--- config.mk ---
export PLATFORM = sky130hd
export DESIGN_NAME = lfsr_advance
export DESIGN_NICKNAME = d
export VERILOG_FILES = /design/src/rtl/prbs_gen_chk_pkg.sv /design/src/rtl/prbs_gen_chk_lfsr_advance.sv
export SDC_FILE = /design/constraint.sdc
export NUM_CORES = 1
export LEC_CHECK = 0
export ABC_CLOCK_PERIOD_IN_PS = 1600
export CAP_MARGIN = 20
export CORE_AREA = 2 2 39 41
export DETAILED_ROUTE_END_ITERATION = 10
export DIE_AREA = 0 0 41 43
export PLACE_DENSITY_LB_ADDON = 0.1
export SETUP_SLACK_MARGIN = 0.3
export SLEW_MARGIN = 20
export SYNTH_ARGS = -nofsm -noshare
export SYNTH_HDL_FRONTEND = slang
export SYNTH_SLANG_ARGS = --single-unit
--- constraint.sdc ---
create_clock -name vclk -period 1.6
set_clock_uncertainty 0.1 [all_clocks]
set_input_delay 0.24 -clock vclk [all_inputs]
set_output_delay 0.24 -clock vclk [all_outputs]
set_load 0.02 [all_outputs]
--- src/rtl/prbs_gen_chk_pkg.sv ---
// prbs_pkg: shared types, constants and the LFSR step function for prbs_gen_chk.
// Provides the checker state enum, the default feedback mask and lfsr_adv().
// No ports; imported by lfsr_advance and prbs_gen_chk.
package prbs_pkg;

  typedef enum logic [1:0] {
    SEARCH = 2'd0,
    VERIFY = 2'd1,
    LOCKED = 2'd2
  } chk_state_e;

  localparam logic [15:0] PRBS_DEF_TAPS = 16'h002D;
  localparam int          PRBS_MAX_W    = 64;

  // Applies 'steps' Fibonacci steps to a 'width'-bit state held in the low
  // bits of a 64-bit word. The loop has a fixed bound so it unrolls cleanly;
  // only the first 'steps' iterations do anything.
  function automatic logic [63:0] lfsr_adv(input logic [63:0] state,
                                           input logic [63:0] taps,
                                           input int          steps,
                                           input int          width);
    logic [63:0] s;
    logic        fb;
    s = state;
    for (int i = 0; i < PRBS_MAX_W; i++) begin
      if (i < steps) begin
        fb = ^(s & taps);
        s  = (s >> 1) | (fb ? (64'd1 << (width - 1)) : 64'd0);
      end
    end
    return s;
  endfunction

endpackage

--- src/rtl/prbs_gen_chk_lfsr_advance.sv ---
// lfsr_advance: combinational STEP-fold advance of a WIDTH-bit Fibonacci LFSR.
// Ports: din (current state), dout (state after STEP single steps).
// Zero latency; no flow control.
module lfsr_advance
  import prbs_pkg::*;
#(
  parameter int               WIDTH = 16,
  parameter logic [WIDTH-1:0] TAPS  = WIDTH'(PRBS_DEF_TAPS),
  parameter int               STEP  = 16
) (
  input  logic [WIDTH-1:0] din,
  output logic [WIDTH-1:0] dout
);

  assign dout = WIDTH'(lfsr_adv(64'(din), 64'(TAPS), STEP, WIDTH));

endmodule

==> results of run 1 <==
[repair_timing]
action                                  CTS
buffers inserted                          9
endpoints found under the setup margin   16
gates resized for setup                 216
pin swaps                                30
hold buffers                              0
gates cloned                              0
[cells by family after synthesis]
group                  count (synthesis)  synth area share (%)
XOR/XNOR                              40                  99.0
buffers and inverters                  1                 0.958
[stage by stage]
| stage | utilization (%) | cells | instance area [µm²] | TNS, ns | hold WS, ns |
|---|---|---|---|---|---|
| floorplan | - | 41 | 498 | 0 | 0.623 |
| global placement | 67.9 | 102 | 940 | -11.77 | 1.63 |
| detailed placement | 67.9 | 102 | 940 | -11.77 | 1.64 |
| CTS | 86.4 | 111 | 1200 | -0.103 | 0.843 |
[Yosys cell counts]
library cell   n  area share, %
clkbuf_1       1           0.96
xnor2_1       27             60
xnor2_2        2            8.3
xor2_1         9             20
xor2_2         1            4.2
xor3_1         1            6.1
==> impl_metrics.env, run 1 <==
export IMPL_status="aborted with a tool error"
export IMPL_haltStage="global routing (5_1_grt)"
export IMPL_error="[ERROR DPL-0033] detailed placement checks failed during check placement."
export IMPL_gp_congestion=0.711
export IMPL_hpwl_um=1030
export IMPL_synth_cell_types=6
export IMPL_syn_nets=57
export IMPL_ios=32
export IMPL_io_buffers=32
export IMPL_synthCells=41
export IMPL_grt_max_degree=5
export IMPL_worstEndpointGrtRepair="dout[14]"
export IMPL_worstEpCategory="top-level output"
export IMPL_die_h_um=43
export IMPL_place_ws_ns=-0.848
export IMPL_synth_area_um2=392
export IMPL_start_util_pct=28.3
export IMPL_yosys_warnings=0
export IMPL_syn_area_per_cell_um2=9.55
export IMPL_num_rows=14
export IMPL_yosysSeqAreaShare_pct=0
export IMPL_die_width_um=41
export IMPL_antenna_found_initial=0
==> run 2, diff against run 1 <==
CORE_AREA = 2 2 63 65   (was 2 2 39 41)
DIE_AREA = 0 0 65 67   (was 0 0 41 43)
PLACE_DENSITY_LB_ADDON = 0.15   (was 0.1)
SETUP_SLACK_MARGIN = not set   (was 0.3)
==> impl_metrics.env, run 2 <==
export IMPL_status="finished with violations"
export IMPL_violations="setup timing"
export IMPL_overflow=0
export IMPL_antenna_found_initial=0
export IMPL_syn2layout_area_growth_pct=165
export IMPL_layout_commonest_cell="buf_4"
export IMPL_cp_arrival_ns=1.31
export IMPL_crit_fanout=2
export IMPL_yosys_top_cells_count="xnor2_1 (27), xor2_1 (9), xnor2_2 (2)"
export IMPL_max_cap_viol_count=0
export IMPL_ios=32
export IMPL_finalPower_mw=0.703
export IMPL_syn_area_per_cell_um2=9.55
export IMPL_die_h_um=67
export IMPL_finalCritPeriodShare_pct=103
export IMPL_syn_nets=57
export IMPL_hold_depth=4
export IMPL_die_width_um=65
export IMPL_antenna_cells=0
export IMPL_synthCells=41
export IMPL_post_route_cell_area_um2=1040
export IMPL_synth_cell_types=6
export IMPL_num_rows=22
export IMPL_grt_pass1_wl_um=2220
export IMPL_ir_drop_uv=136
export IMPL_grt_max_degree=4
export IMPL_drtIter0Drc=1
export IMPL_placed_area_um2=897
export IMPL_power_density_nw_per_um2=678
export IMPL_fin_nets=112
export IMPL_finalMaxSlewViolations=0
export IMPL_min_delay_start="din[12]"
export IMPL_io_buffers=32
export IMPL_fin_crit_ns=1.65
export IMPL_hpwl_um=1180
export IMPL_via_count=433
export IMPL_yosys_warnings=0
export IMPL_core_area_um2=3610
export IMPL_start_util_pct=10.9
export IMPL_viasPerCell=3.05
export IMPL_crit_type="input port to primary output"
export IMPL_p_leak_nw=0.464
export IMPL_multi_input_area_um2=558
export IMPL_clock_buffers=0
export IMPL_grtUsageTotal_pct=6.46
export IMPL_seq_cells=0
export IMPL_fillers=409
export IMPL_final_layout_size_suffix_gt1_share_pct=72.3
export IMPL_tightest_slew_ns=0.265
export IMPL_place_inst=136
export IMPL_fp_dieArea_um2=4360
export IMPL_cp_startpoint="din[4]"
export IMPL_fin_tns_setup_ns=-0.0460
export IMPL_hp_class="input port to primary output"
export IMPL_drc=0
export IMPL_report_final_hold_viol_count=0
export IMPL_yosysSeqAreaShare_pct=0
export IMPL_postRouteWirelength_um=1440
export IMPL_setup_viol=1
export IMPL_synth_area_um2=392
export IMPL_synth_area_leaders="xnor2_1 (60%), xor2_1 (20%), xnor2_2 (8.3%), xor3_1 (6.1%), xor2_2 (4.2%)"
export IMPL_slew_headroom_pct=82.2
export IMPL_max_freq_mhz=608
export IMPL_required_ns=1.26
export IMPL_end_kind="primary output"
export IMPL_seqCellArea_um2=0
export IMPL_critPathLaunchType="input port"
export IMPL_gp_congestion=0.777
export IMPL_synth_largest_area_cell="xnor2_1"
export IMPL_drt_first_pass_iters=2
export IMPL_grt_pass1_vias=445
export IMPL_final_cell_mix="buf_4 (31), xnor2_1 (17), xnor2_2 (8)"
export IMPL_rsz0062_at_grt="true"
export IMPL_yosysTopAreaCellShare_pct=60.4
export IMPL_wire_per_inst_um=10.2
export IMPL_fin_cells=142
export IMPL_yosys_cell_count_top_type="xnor2_1"
export IMPL_worst_slack_ns=-0.0460
export IMPL_drtAntennaViolNets=0
run 2: path summary, 6_finish.rpt:
kind / endpoint / slack [ns]
max: dout[14] / -0.05
min: dout[10] / 0.88
run 2: kinds of logic (layout without fill, tap and decap cells):
| logic type | after synthesis | after routing | share of synthesized area, % |
|---|---|---|---|
| buffers and inverters | 1 | 54 | 0.958 |
| XOR/XNOR | 40 | 40 | 99.0 |
run 2: power by group:
part	switching (mW)	internal, mW	leakage (nW)
Sequential	0	0	0
Clock	0	0	0
Combinational	0.332	0.371	0.464
run 2: what timing repair did:
action	CTS	global route
setup endpoints to repair	16	12
buffers inserted	8	0
pin swaps	16	12
gates resized for setup	134	29
hold buffers	0	0
run 2: critical path, stage by stage:
cell and delay [ns]:
buf_8 0.10, xnor2_4 0.19, xnor2_2 0.15, xor3_2 0.47, buf_6 0.14
run 2: cell type report:
class	instances	share of cell area, %
multi-input cells	40	53.8
repair buffers	54	40.4
well taps	48	5.79
run 2: routing by layer:
metal,GRT usage (%),part of all wire (%)
met1,8.91,41
met2,11.2,51
met3,1.01,8.3
met4,0,0
met5,0,0
run 2: per-stage QoR:
step / setup slack, ns / hold WS [ns] / util [%]
5_1_grt: -0.0957 / 0.913 / 28.8
4_1_cts: -0.108 / 0.958 / 27.7
3_5_place_dp: -0.878 / 1.65 / 24.9
6_report: -0.0460 / 0.884 / 28.8
2_1_floorplan: 0.0911 / 0.638 / -
3_3_place_gp: -0.870 / 1.65 / 24.9
Note: power is estimated with default switching activity, not from simulation.
